File: src/rtl/hazard_unit.sv
// Hazard unit for the pipelined RV32I core: mirrors rd/rs IDs through E/M/W and returns stall, flush and bypass controls.
// Defining HAZARD_STATS_EN adds saturating load-use stall and control-flush counters.

module fwdSel #(
  parameter int ADDR_W = 5
) (
  input  logic [ADDR_W-1:0] rsE,
  input  logic [ADDR_W-1:0] rdM,
  input  logic              regWriteM,
  input  logic [ADDR_W-1:0] rdW,
  input  logic              regWriteW,
  output logic [1:0]        fwd
);
  // The younger writer in M must win over W; x0 is hardwired and never bypassed.
  always_comb begin
    fwd = 2'b00;
    if (regWriteM && rdM != '0 && rdM == rsE)      fwd = 2'b10;
    else if (regWriteW && rdW != '0 && rdW == rsE) fwd = 2'b01;
  end
endmodule

module hazard_unit #(
  parameter int ADDR_W = 5,
  parameter int CNT_W  = 16
) (
  input  logic              clk,
  input  logic              reset,
  input  logic [ADDR_W-1:0] Rs1D,
  input  logic [ADDR_W-1:0] Rs2D,
  input  logic [ADDR_W-1:0] RdD,
  input  logic              RegWriteD,
  input  logic [1:0]        ResultSrcD,
  input  logic              ValidD,
  input  logic              PCSrcE,
  output logic              StallF,
  output logic              StallD,
  output logic              FlushD,
  output logic              FlushE,
  output logic [1:0]        ForwardAE,
  output logic [1:0]        ForwardBE,
  output logic [CNT_W-1:0]  StallCount,
  output logic [CNT_W-1:0]  FlushCount
);
  localparam logic [1:0] SRC_LOAD = 2'b01;

  typedef struct packed {
    logic [ADDR_W-1:0] rs1;
    logic [ADDR_W-1:0] rs2;
    logic [ADDR_W-1:0] rd;
    logic              regWrite;
    logic [1:0]        resultSrc;
  } exStage_t;

  // Past E only the writer identity matters for bypassing.
  typedef struct packed {
    logic [ADDR_W-1:0] rd;
    logic              regWrite;
  } wbStage_t;

  exStage_t stE, dIn;
  wbStage_t stM, stW;
  logic     lwStall;

  assign dIn = '{rs1: Rs1D, rs2: Rs2D, rd: RdD, regWrite: RegWriteD & ValidD,
                 resultSrc: ResultSrcD};

  always_ff @(posedge clk or negedge reset) begin
    if (!reset) begin
      stE <= '0;
      stM <= '0;
      stW <= '0;
    end else begin
      stW <= stM;
      stM <= '{rd: stE.rd, regWrite: stE.regWrite};
      stE <= FlushE ? '0 : dIn;
    end
  end

  assign lwStall = (stE.resultSrc == SRC_LOAD) && stE.regWrite && (stE.rd != '0) &&
                   ((stE.rd == Rs1D) || (stE.rd == Rs2D));

  // PCSrcE is a raw input, so gate with reset to keep every output low while in reset.
  assign StallF = lwStall & ~PCSrcE & reset;
  assign StallD = lwStall & ~PCSrcE & reset;
  assign FlushD = PCSrcE & reset;
  assign FlushE = (lwStall | PCSrcE) & reset;

  logic [1:0][ADDR_W-1:0] rsE;
  logic [1:0][1:0]        fwd;

  assign rsE = {stE.rs2, stE.rs1};

  for (genvar g = 0; g < 2; g++) begin : gFwd
    fwdSel #(.ADDR_W(ADDR_W)) uFwd (
      .rsE      (rsE[g]),
      .rdM      (stM.rd),
      .regWriteM(stM.regWrite),
      .rdW      (stW.rd),
      .regWriteW(stW.regWrite),
      .fwd      (fwd[g])
    );
  end

  assign ForwardAE = fwd[0];
  assign ForwardBE = fwd[1];

`ifdef HAZARD_STATS_EN
  logic [CNT_W-1:0] stallCnt, flushCnt;

  always_ff @(posedge clk or negedge reset) begin
    if (!reset) begin
      stallCnt <= '0;
      flushCnt <= '0;
    end else begin
      if (StallD && stallCnt != '1) stallCnt <= stallCnt + CNT_W'(1);
      if (PCSrcE && flushCnt != '1) flushCnt <= flushCnt + CNT_W'(1);
    end
  end

  assign StallCount = stallCnt;
  assign FlushCount = flushCnt;
`else
  assign StallCount = '0;
  assign FlushCount = '0;
`endif

endmodule

File: config.mk
export PLATFORM = sky130hd
export DESIGN_NAME = hazard_unit
export DESIGN_NICKNAME = d
export VERILOG_FILES = /design/src/rtl/hazard_unit.sv
export SDC_FILE = /design/constraint.sdc
export NUM_CORES = 1
export LEC_CHECK = 0
export CORE_ASPECT_RATIO = 0.6
export CORE_MARGIN = 2
export CORE_UTILIZATION = 40
export CTS_BUF_LIST = sky130_fd_sc_hd__clkbuf_4 sky130_fd_sc_hd__clkbuf_8 sky130_fd_sc_hd__clkbuf_16
export DETAILED_ROUTE_END_ITERATION = 7
export GPL_TIMING_DRIVEN = 0
export HOLD_SLACK_MARGIN = 0.15
export PLACE_DENSITY_LB_ADDON = 0.08
export SYNTH_ARGS = -nofsm -noshare
export SYNTH_HDL_FRONTEND = slang
export SYNTH_SLANG_ARGS = --single-unit
File: constraint.sdc
create_clock -name clk -period 3.3 [get_ports clk]
set_input_delay 0.99 -clock clk [delete_from_list [all_inputs] [get_ports clk]]
set_output_delay 0.99 -clock clk [all_outputs]
set_load 0.02 [all_outputs]
Yosys cells after proc, flatten, opt, wreduce, memory -nomap -nowiden
Cells that the tools add are included.

Register bits: 30. Output and inout bits: 40. Logic and storage cells: 41.

Equal/unequal tests: 7. Multiplexer cells: 5. Reductions and logical operators: 13. Bitwise logic cells: 7.

Operators with widths (count): $eq A5 B5 Y1 (6); $mux W18 (1); $reduce_bool A5 Y1 (3); $logic_and A1 B1 Y1 (9); $and A1 B1 Y1 (5); $mux W2 (2); $eq A2 B1 Y1 const B (1); $mux W1 (2); $logic_or A1 B1 Y1 (1); $not A1 Y1 (1); $or A1 B1 Y1 (1).

Longest topological paths before layout
Gate-level depths: netlist of run 1.

Depth in word-level cells: 7. Depth in mapped cells: 5. Gate-level depth less buffers: 4.

Cells and area by module
Synthesis of run 1 repeated with hierarchy kept, for this count alone.

Cell total of the unflattened synthesis: 169. Area, all modules: 1670.4 um2.

Modules (own cells, without submodules): hazard_unit (area an instance 1367.6 um2, seq. area each 750.7 um2, cells each 129, times used 1); fwdSel (area an instance 151.4 um2, seq. area each 0.0 um2, cells each 20, times used 2).

Worst setup path before layout of run 1
No wires, ideal clock.

Kind: input -> output. From: input reset. To: output StallF. Path slack: -0.057 ns. Arrival time: 2.367 ns. Data required time: 2.310 ns. Cell stages on the path: 5. Cell sequence: nand4b_1 -> a21oi_1 -> inv_1 -> nor3_1 -> buf_4.

Cells in the longest elaborated chain, start to end: 1.

Ends and longest elaborated chain: from (decl) (line 27) `input logic reset,`; $and A1 B1 Y1; to (decl) (line 35) `output logic StallF,`.

No other way between the ends.

Worst setup path in the final report of run 1
From: input Rs1D[4]. To: output StallF.

Cells in the longest elaborated chain, start to end: 5.

Ends and longest elaborated chain: from (decl) (line 28) `input logic [ADDR_W-1:0] Rs1D,`; $eq A5 B5 Y1 (line 80) `((stE.rd == Rs1D) || (stE.rd == Rs2D));`; $logic_or A1 B1 Y1 (line 80); $logic_and A1 B1 Y1 (line 79) `assign lwStall = (stE.resultSrc == SRC_LOAD) && stE.regWrite && (stE.rd != '0) &&`; $and A1 B1 Y1 (2 in series) (line 83) `assign StallF = lwStall & ~PCSrcE & reset;`.

No other way between the ends.

==> PnR_summary.wiki, run 1 <==
{| class="wikitable"
! Metric !! Value
|-
| Reported max-cap violation count || 0
|-
| I/O pin cnt || 62
|-
| Period minus WS final || 3.22 ns
|-
| Initial cell density of the core || 42.9%
|-
| Critical hold path startpoint || stE[2]
|-
| Most used routing layer || met2
|-
| TritonCTS clock tree || yes
|-
| Final count of negative-setup-slack endpoints || 0
|-
| Pre-antenna DRT Iters || 4
|-
| Antenna diode count || 0
|-
| Worst path required time || 2.31 ns
|-
| Global-route usage over all layers || 15.4%
|-
| Met1 Track Usage GR || 19.7%
|-
| Cell type contributing the most total cell area after synthesis || sky130_fd_sc_hd__dfrtp_1
|-
| Achievable clock frequency || 311 MHz
|-
| Hold crit path type || reg -> reg
|-
| Sequence of cells on the critical path || dlygate4sd2_1 > xnor2_1 > nand3_1 > o22a_1 > nor3_2 > buf_4 > buf_4
|-
| Final Hold Slack || 0.396 ns
|-
| # port buffers || 29
|-
| Core Area || 3760 um^2
|-
| Total grt overflow || 0
|-
| Worst reg2reg path endpoint || rsE[6]
|-
| Net switching fraction of the power || 27.4%
|-
| Row count || 17
|-
| Final nets || 252
|-
| Post-synthesis instance area || 1620 um^2
|-
| First-pass GRT wire length || 5180 um
|-
| Worst Clk Skew || 0.00332 ns
|-
| Area growth syn-to-layout || 36.6%
|-
| Layout Utilization || 58.6%
|-
| Routability-driven placement congestion ratio || 0.854
|-
| Count of antenna-violating nets left after detailed routing || 0
|-
| Portion of the post-synthesis area used by sequential elements || 46.5%
|-
| Switch Pwr || 247 uW
|-
| Total power draw || 898 uW
|-
| Final period util || 97.6%
|-
| Critical path capture point type || primary output
|-
| Maximum fanout count along the critical path || 2
|-
| Synthesized area divided by synthesized cell count || 10.0 um^2
|-
| H-tree Lvls || 2
|-
| Critical path class || in -> out
|-
| Unique cell type count in the Yosys netlist || 22
|-
| Master cell of the clock root buffer || sky130_fd_sc_hd__clkbuf_8
|-
| Total detailed-routing wirelength || 3280 um
|-
| Top-area cell type share of the netlist area || 46.5%
|-
| TritonCTS buffer count || 5
|-
| Part of the total power dissipated in combinational logic || 19.9%
|-
| FILL cells || 353
|-
| Largest stage delay on the critical path || 0.27 ns
|-
| Slowest stage cell on the critical path || sky130_fd_sc_hd__dlygate4sd2_1
|-
| Worst R2R Setup Slack || 1.61 ns
|-
| Hold path depth || 0
|-
| RSZ-0062 raised after global routing || yes
|-
| Full die area || 4580 um^2
|-
| R2r worst-path depth || 5
|-
| Share of final-layout standard cells stronger than drive strength 1 || 24.7%
|-
| Result of the run || finished, final reports clean
|-
| Number of instances in the synthesized netlist || 161
|-
| Average vias per placed instance || 4.28
|-
| Number of synthesized register bits || 30
|-
| Number of remaining DRC errors || 0
|-
| Seq pwr share || 46.4%
|-
| Library cell appearing most often on the critical path || sky130_fd_sc_hd__buf_4
|-
| Vias || 1,191
|-
| Final Hold Fails || 0
|-
| Number of DRC markers after the initial detailed-route iteration || 58
|-
| Max-slew violations || 0
|-
| Wire length per cell || 11.8 um
|-
| Post-placement cell count || 268
|-
| Peak ir drop on the vdd network || 0.000218 V
|-
| Internal portion of total power || 652 uW
|-
| Clock tree buffer depth || 2
|-
| Die H || 53.2 um
|-
| Global Route met2 Usage || 25.3%
|-
| CTS Sinks || 30
|-
| Maximum number of pins on one net before global-route repair || 33
|-
| Clock network latency to the later pin of the worst-skew pair || 0.27 ns
|-
| Reg2reg start || stE[4]
|-
| YS warnings || 0
|-
| Met3 track demand over resource || 4.68%
|-
| Clock-pin slew of the registers on the worst-case setup and hold paths || 0.06 ns
|-
| Hpwl dp || 2570 um
|-
| Terminating pin of the worst hold path || stM[0]
|-
| Arrival time at the worst endpoint || 2.23 ns
|-
| Die X || 86.0 um
|-
| Initial antenna violation count || 0
|-
| Via count of the first global-routing pass || 1,092
|-
| Cell types occupying the most area after synthesis || sky130_fd_sc_hd__dfrtp_1, sky130_fd_sc_hd__buf_4, sky130_fd_sc_hd__xnor2_1, sky130_fd_sc_hd__xor2_1, sky130_fd_sc_hd__a21oi_1
|-
| Portion of total power attributed to the clock network || 33.7%
|-
| Pwr/cell area || 407 nW/um^2
|-
| Static leakage || 1.14 nW
|-
| Worst Setup Start Kind || input port
|-
| Number of cells in the finished layout apart from fillers || 278
|}
## flip-flops by register name (all words and copies together), names as in the netlist
register  cells
stW           6
stE           8
rsE          10
stM           6
## placed cells by master (no fill, tap or decap), drive strengths merged
cell type,n
inv,2
dfrtp,30
nand4b,1
o21ai,3
o22a,1
dlygate4sd2,9
clkbuf,9
o22ai,1
nand2,20
dlymetal6s2s,4
conb,32
xor2,14
a21oi,19
xnor2,16
buf,41
nor2,1
nor3,2
nand3,5
clkdlybuf4s50,12
or4,4
nor4,4
clkinv,1
## power by group through the flow
| stage | clock (mW) | sequential [mW] | combinational, mW |
|---|---|---|---|
| after global routing | 0.332 | 0.419 | 0.197 |
| after global placement | 0 | 0.422 | 0.176 |
| final | 0.303 | 0.417 | 0.179 |
| after floorplan | 0 | 0.417 | 0.128 |
| after CTS | 0.309 | 0.416 | 0.177 |
| after detailed placement | 0 | 0.423 | 0.178 |
## cell families after synthesis
kind of cell | synth area share, %
buffers and inverters | 16.9
AND/OR/NAND/NOR | 11.8
flip-flops | 46.5
other | 0.232
AO/OA/AOI/OAI | 8.37
XOR/XNOR | 16.3
## final cells by class
type                       count  area, um^2  area share, %
buffer                        37         267           12.1
clock buffer                   7        90.1           4.08
clock inverter                 1        5.00          0.227
inverter                       2        7.51          0.340
multi-input combinational    123         731           33.1
sequential                    30         751           34.0
tap                           47        58.8           2.66
timing repair buffer          31         298           13.5
## per-stage QoR
stage	setup TNS [ns]	setup slack [ns]	cell area [um^2]
2_1_floorplan	0	0.161	1740
3_3_place_gp	-12.70	-1.89	2090
3_5_place_dp	-13.33	-1.92	2090
4_1_cts	-0.0714	-0.0714	2180
5_1_grt	-0.0179	-0.0179	2210
6_report	0	0.0801	2210
## cell usage after synthesis (all sizes together)
library cell	number
nor2	1
nand3	5
nor3	2
nand4b	1
dfrtp	30
o22a	1
o21ai	3
inv	2
conb	1
clkbuf	2
xnor2	16
nor4	4
nand2	20
xor2	14
buf	35
o22ai	1
a21oi	19
or4	4
## what timing repair did
action / in CTS / in global routing
hold buffers: 0 / 0
setup buffers: 0 / 2
endpoints found under the setup margin: 16 / 4
gates resized for setup: 36 / 5
pin swaps: 5 / 5
## how the worst max path moves through the flow
stage | from | endpoint | slack (ns) | cells after the start
6_report | Rs1D[4] | StallF | 0.08 | 7
5_1_grt | Rs1D[1] | StallF | -0.02 | 7
4_1_cts | Rs1D[3] | StallF | -0.07 | 7
3_5_place_dp | reset | StallF | -1.92 | 7
3_3_place_gp | reset | StallF | -1.89 | 7
2_1_floorplan | reset | StallF | 0.16 | 5
## critical path, delay by kind of cell
| kind | cells | cell delay [ns] |
|---|---|---|
| buffers and inverters | 3 | 0.52 |
| AO/OA/AOI/OAI | 1 | 0.25 |
| XOR/XNOR | 1 | 0.14 |
| AND/OR/NAND/NOR | 2 | 0.32 |
## routing by layer
metal / vias to the layer above / routed length, um
met1: 541 / 1400
met5: - / 0
met2: 45 / 1640
met3: 2 / 234
li1: 603 / -
met4: 0 / 11
Power figures use the tool's default switching activity.
==> run 2, diff against run 1 <==
--- a/config.mk
+++ b/config.mk
@@ -13,6 +13,7 @@
 export GPL_TIMING_DRIVEN = 0
 export HOLD_SLACK_MARGIN = 0.15
 export PLACE_DENSITY_LB_ADDON = 0.08
+export SKIP_LAST_GASP = 1
 export SYNTH_ARGS = -nofsm -noshare
 export SYNTH_HDL_FRONTEND = slang
 export SYNTH_SLANG_ARGS = --single-unit
==> run 2 against run 1 <==
Net effect: clock-buffer cell count stayed put; largest power group unchanged; clock power about the same; register-to-register slack about the same; critical path depth stayed put; cell count unchanged; wire length decreased by 0.27%; worst hold slack lost 0.0022 ns; global-route usage about the same; core utilization is 0.30 points higher.
==> PnR_summary.wiki, run 2 (same netlist as run 1, synthesis figures left out) <==
{| class="wikitable"
! Metric !! Value
|-
| Layout Utilization || 58.9%
|-
| Total detailed-routing wirelength || 3270 um
|-
| Hold crit path type || reg -> reg
|-
| FILL cells || 348
|-
| Combined area of the multi-input logic cells || 731 um^2
|-
| Count of antenna-violating nets left after detailed routing || 0
|-
| Maximum fanout count along the critical path || 2
|-
| Pwr/cell area || 405 nW/um^2
|-
| H-tree Lvls || 2
|-
| Vias || 1,180
|-
| Max-slew violations || 0
|-
| Most common cell after layout, fill and taps aside || sky130_fd_sc_hd__buf_4
|-
| Final count of negative-setup-slack endpoints || 0
|-
| Arrival time at the worst endpoint || 2.23 ns
|-
| Final Hold Slack || 0.394 ns
|-
| Reported max-cap violation count || 0
|-
| Portion of total power attributed to the clock network || 33.7%
|-
| I/O pin cnt || 62
|-
| Initial antenna violation count || 0
|-
| Core Area || 3760 um^2
|-
| CTS Sinks || 30
|-
| Commonest non-fill, non-tap cells in the layout || sky130_fd_sc_hd__buf_4, sky130_fd_sc_hd__conb_1, sky130_fd_sc_hd__dfrtp_1
|-
| Part of the total power dissipated in combinational logic || 20.0%
|-
| # port buffers || 29
|-
| Final Hold Fails || 0
|-
| Maximum number of pins on one net before global-route repair || 33
|-
| Worst Clk Skew || 0.00402 ns
|-
| Result of the run || finished, final reports clean
|-
| Number of remaining DRC errors || 0
|-
| Hpwl dp || 2570 um
|-
| Row count || 17
|-
| Full die area || 4580 um^2
|-
| Max Used Layer || met4
|-
| RSZ-0062 raised after global routing || yes
|-
| Seq pwr share || 46.3%
|-
| Average vias per placed instance || 4.24
|-
| Die X || 86.0 um
|-
| Sum of routed wire segments on met1 || 1430 um
|-
| Net switching fraction of the power || 27.4%
|-
| Initial cell density of the core || 42.9%
|-
| Area growth syn-to-layout || 37.3%
|-
| TritonCTS clock tree || yes
|-
| Critical path class || in -> out
|-
| Hold bufs inserted after CTS || 0
|-
| Final period util || 97.6%
|-
| Seq. cell area || 751 um^2
|-
| Critical path capture point type || primary output
|-
| Worst path required time || 2.31 ns
|-
| Number of DRC markers after the initial detailed-route iteration || 60
|-
| Global-route usage over all layers || 15.4%
|-
| Pre-antenna DRT Iters || 4
|-
| Master cell of the clock root buffer || sky130_fd_sc_hd__clkbuf_8
|-
| Post-placement cell count || 268
|-
| Routed length on met2 || 1620 um
|-
| Worst Setup Start Kind || input port
|-
| Switch Pwr || 247 uW
|-
| Static leakage || 1.16 nW
|-
| Final nets || 252
|-
| TritonCTS buffer count || 5
|-
| Via count of the first global-routing pass || 1,097
|-
| Share of final-layout standard cells stronger than drive strength 1 || 24.7%
|-
| First-pass GRT wire length || 5200 um
|-
| Detailed route wirelength on metal3 || 211 um
|-
| Achievable clock frequency || 311 MHz
|-
| Clock-pin slew of the registers on the worst-case setup and hold paths || 0.06 ns
|-
| Die H || 53.2 um
|-
| Total grt overflow || 0
|-
| Routability-driven placement congestion ratio || 0.854
|-
| Largest register FFs || 10
|-
| Period minus WS final || 3.22 ns
|-
| Clock tree buffer depth || 2
|-
| Antenna diode count || 0
|-
| Total power draw || 899 uW
|-
| Final TNS setup || 0 ns
|-
| Peak ir drop on the vdd network || 0.000217 V
|-
| Number of cells in the finished layout apart from fillers || 278
|-
| Clock network latency to the later pin of the worst-skew pair || 0.27 ns
|-
| Internal portion of total power || 653 uW
|-
| Wire length per cell || 11.8 um
|}
run 2: cell count changes in the layout (fill, tap and decap cells not counted):
cell                             before  now
sky130_fd_sc_hd__dlymetal6s2s_1       4    7
sky130_fd_sc_hd__dlygate4sd2_1        9    6
run 2: what timing repair did:
item                                    CTS  global route
buffers inserted                          0             2
endpoints found under the setup margin   16             4
pin swaps                                 5             6
gates resized for setup                  31            10
run 2: critical path, stage by stage:
cell	delay (ns)
sky130_fd_sc_hd__dlygate4sd2_1	0.27
sky130_fd_sc_hd__xnor2_1	0.14
sky130_fd_sc_hd__nand3_1	0.13
sky130_fd_sc_hd__o22a_1	0.25
sky130_fd_sc_hd__nor3_2	0.19
sky130_fd_sc_hd__buf_4	0.13
sky130_fd_sc_hd__buf_4	0.12
run 2: cell type report:
class / count / share of cell area (%)
multi-input combinational: 123 / 32.9
clock buffer: 7 / 4.06
clock inverter: 1 / 0.226
inverter: 2 / 0.338
timing repair buffer: 31 / 13.9
tap: 47 / 2.65
sequential: 30 / 33.8
buffer: 37 / 12.0
run 2: through the flow:
stage	setup slack, ns	instance area (um^2)
finish	0.0795	2220
floorplan	0.161	1740
global route	-0.0179	2220
CTS	-0.106	2170
global placement	-1.89	2090
detailed placement	-1.92	2090
run 2: path summary, 6_finish.rpt:
check / startpoint / end / slack [ns] / depth (start not counted)
min reg2reg: stE[2] / stM[0] / 0.39 / 0
min: stE[2] / stM[0] / 0.39 / 0
max reg2reg: stE[4] / rsE[6] / 1.61 / 5
max in group asynchronous: reset / rsE[0] / 2.50 / 1
min in group asynchronous: reset / stE[4] / 0.58 / 1
max: Rs1D[4] / StallF / 0.08 / 7
run 2: per-layer routing:
layer / up-vias / track usage, %
li1: 603 / -
met3: 2 / 4.68
met5: - / 0
met2: 40 / 25.5
met4: 0 / 4.76
met1: 535 / 19.7
run 2: power groups by stage:
stage	Clock, mW	Sequential (mW)	Combinational, mW
3_3_place_gp	0	0.422	0.176
6_report	0.303	0.416	0.180
5_1_grt	0.332	0.419	0.198
3_5_place_dp	0	0.423	0.178
2_1_floorplan	0	0.417	0.128
4_1_cts	0.309	0.416	0.178
==> run 3, diff against run 2 <==
--- a/config.mk
+++ b/config.mk
@@ -5,6 +5,7 @@
 export SDC_FILE = /design/constraint.sdc
 export NUM_CORES = 1
 export LEC_CHECK = 0
+export ABC_AREA = 1
 export CORE_ASPECT_RATIO = 0.6
 export CORE_MARGIN = 2
 export CORE_UTILIZATION = 40
==> run 3 against run 2 <==
Net effect: largest power group unchanged; clock power increased by 22%; worst hold slack worse by 0.017 ns; sequential share of layout area fell by 0.19 points; flip-flop and latch count is the same.
==> PnR_summary.wiki, run 3 <==
{| class="wikitable"
! Metric !! Value
|-
| Post-layout worst setup margin || 0.112 ns
|-
| FILL cells || 358
|-
| YS warnings || 0
|-
| Seq. cell area || 751 um^2
|-
| EDFF count, synth || 0
|-
| Initial antenna violation count || 0
|-
| Clock network latency to the later pin of the worst-skew pair || 0.27 ns
|-
| Hold bufs inserted after CTS || 0
|-
| Final Hold Fails || 0
|-
| Global-route usage over all layers || 13.3%
|-
| Core Area || 3790 um^2
|-
| Total power draw || 958 uW
|-
| Final period util || 96.6%
|-
| Die H || 53.5 um
|-
| Reported max-cap violation count || 0
|-
| Final nets || 283
|-
| Worst R2R Setup Slack || 1.91 ns
|-
| Combined area of the multi-input logic cells || 641 um^2
|-
| Average vias per placed instance || 3.78
|-
| Pre-antenna DRT Iters || 4
|-
| Master cell of the clock root buffer || sky130_fd_sc_hd__clkbuf_8
|-
| Count of antenna-violating nets left after detailed routing || 0
|-
| Antenna diode count || 0
|-
| Post-synthesis instance area || 1630 um^2
|-
| Number of DRC markers after the initial detailed-route iteration || 50
|-
| Period minus WS final || 3.19 ns
|-
| Sequence of cells on the critical path || clkdlybuf4s50_1 > xnor2_1 > nand3_1 > nand2_1 > nand2_2 > nor2_2 > buf_4 > buf_6
|-
| Share of final-layout standard cells stronger than drive strength 1 || 20.7%
|-
| CTS Sinks || 30
|-
| Maximum number of pins on one net before global-route repair || 33
|-
| Row count || 17
|-
| Pwr/cell area || 429 nW/um^2
|-
| Result of the run || finished, final reports clean
|-
| Number of cells in the finished layout apart from fillers || 308
|-
| Unique cell type count in the Yosys netlist || 16
|-
| Number of instances in the synthesized netlist || 190
|-
| TritonCTS buffer count || 5
|-
| Number of synthesized register bits || 30
|-
| Hold path depth || 0
|-
| Total grt overflow || 0
|-
| Top-area cell type share of the netlist area || 46.0%
|-
| Full die area || 4620 um^2
|-
| Worst Clk Skew || 0.00372 ns
|-
| Static leakage || 1.27 nW
|-
| Vias || 1,165
|-
| Hpwl dp || 2300 um
|-
| Largest register FFs || 10
|-
| Most instantiated library cell after synthesis || sky130_fd_sc_hd__buf_4
|-
| Worst path required time || 2.31 ns
|-
| Wire length per cell || 9.18 um
|-
| DP Worst Slack || -1.41 ns
|-
| Slowest stage cell on the critical path || sky130_fd_sc_hd__clkdlybuf4s50_1
|-
| Clock-pin slew of the registers on the worst-case setup and hold paths || 0.06 ns
|-
| Hold crit path type || reg -> reg
|-
| Cell type contributing the most total cell area after synthesis || sky130_fd_sc_hd__dfrtp_1
|-
| Critical path capture point type || primary output
|-
| Final TNS setup || 0 ns
|-
| Ranking of synthesized cells by instance count || sky130_fd_sc_hd__buf_4, sky130_fd_sc_hd__nor2_1, sky130_fd_sc_hd__dfrtp_1, sky130_fd_sc_hd__inv_1, sky130_fd_sc_hd__nand2_1
|-
| Total detailed-routing wirelength || 2830 um
|-
| Placement-stage cell area || 2100 um^2
|-
| Final standard cell area without fillers || 2230 um^2
|-
| Number of remaining DRC errors || 0
|-
| H-tree Lvls || 2
|-
| Area growth syn-to-layout || 36.8%
|-
| Post-placement cell count || 297
|-
| RSZ-0062 raised after global routing || no
|-
| Achievable clock frequency || 314 MHz
|-
| Largest stage delay on the critical path || 0.51 ns
|-
| Peak ir drop on the vdd network || 0.000208 V
|-
| Final count of negative-setup-slack endpoints || 0
|-
| Share of synthesized flip-flops with an asynchronous set or reset || 100%
|-
| TritonCTS clock tree || yes
|-
| R2r worst-path depth || 10
|-
| Maximum fanout count along the critical path || 2
|-
| # port buffers || 29
|-
| Initial cell density of the core || 43.1%
|-
| Arrival time at the worst endpoint || 2.20 ns
|-
| Routability-driven placement congestion ratio || 0.783
|-
| Synthesized area divided by synthesized cell count || 8.58 um^2
|-
| Max-slew violations || 0
|-
| I/O pin cnt || 62
|-
| Clock tree buffer depth || 2
|-
| Die X || 86.4 um
|-
| Most common cell after layout, fill and taps aside || sky130_fd_sc_hd__buf_4
|-
| Via count of the first global-routing pass || 1,014
|-
| Layout Utilization || 58.9%
|-
| Cell types occupying the most area after synthesis || sky130_fd_sc_hd__dfrtp_1, sky130_fd_sc_hd__buf_4, sky130_fd_sc_hd__xnor2_1, sky130_fd_sc_hd__nor2_1, sky130_fd_sc_hd__inv_1
|-
| Final Hold Slack || 0.377 ns
|-
| Critical path class || in -> out
|-
| Worst Setup Start Kind || input port
|-
| Predominant post-synthesis flop cell || sky130_fd_sc_hd__dfrtp_1
|-
| Commonest non-fill, non-tap cells in the layout || sky130_fd_sc_hd__buf_4, sky130_fd_sc_hd__conb_1, sky130_fd_sc_hd__nor2_1, sky130_fd_sc_hd__dfrtp_1
|-
| First-pass GRT wire length || 4490 um
|-
| Portion of the post-synthesis area used by sequential elements || 46.0%
|}
-- run 3: cells by family (layout without fill, tap and decap cells) --
logic type / Yosys count / in the layout / share of synthesized area (%)
AND/OR/NAND/NOR: 74 / 74 / 19.2
XOR/XNOR: 22 / 22 / 11.8
AO/OA/AOI/OAI: 2 / 2 / 0.614
other: 1 / 32 / 0.230
buffers and inverters: 61 / 101 / 22.1
flip-flops: 30 / 30 / 46.0
-- run 3: layout make-up --
class                           count  share of cell area [%]
Timing Repair Buffer               34                    14.3
Clock buffer                        6                    3.70
Tap cell                           47                    2.64
Inverter                           27                    4.54
Multi-Input combinational cell    130                    28.7
Buffer                             33                    11.1
Clock inverter                      1                    1.35
Sequential cell                    30                    33.7
-- run 3: path summary, 6_finish.rpt --
path | from | to
max | Rs1D[2] | StallF
min reg2reg | stM[0] | stW[0]
max in group asynchronous | reset | stM[5]
min | stM[0] | stW[0]
min in group asynchronous | reset | stE[3]
max reg2reg | stE[3] | stE[7]
-- run 3: where the power goes --
group	leakage, nW	switching, mW	internal [mW]
clock network	0.0573	0.129	0.241
logic	0.842	0.0880	0.0843
registers	0.371	0.0246	0.391
-- run 3: critical path, delay by kind of cell --
| kind | cells | cell delay, ns |
|---|---|---|
| buffers and inverters | 3 | 0.72 |
| xor gates and xnor gates | 1 | 0.13 |
| and+or+nand+nor | 4 | 0.36 |
-- run 3: routing by layer --
| metal | global-route usage [%] | routed length [um] | vias to the layer above |
|---|---|---|---|
| met5 | 0 | 0 | - |
| met4 | 4.69 | 28 | 0 |
| met3 | 4.68 | 165 | 5 |
| met2 | 17.6 | 1090 | 35 |
| met1 | 19.6 | 1550 | 485 |
| li1 | - | - | 640 |
-- run 3: what timing repair did --
| item | CTS | global route |
|---|---|---|
| pin swaps | 6 | 3 |
| setup endpoints to repair | 4 | 4 |
| buffers inserted | 1 | 4 |
| resized for setup | 28 | 4 |
| cloned | 0 | 0 |
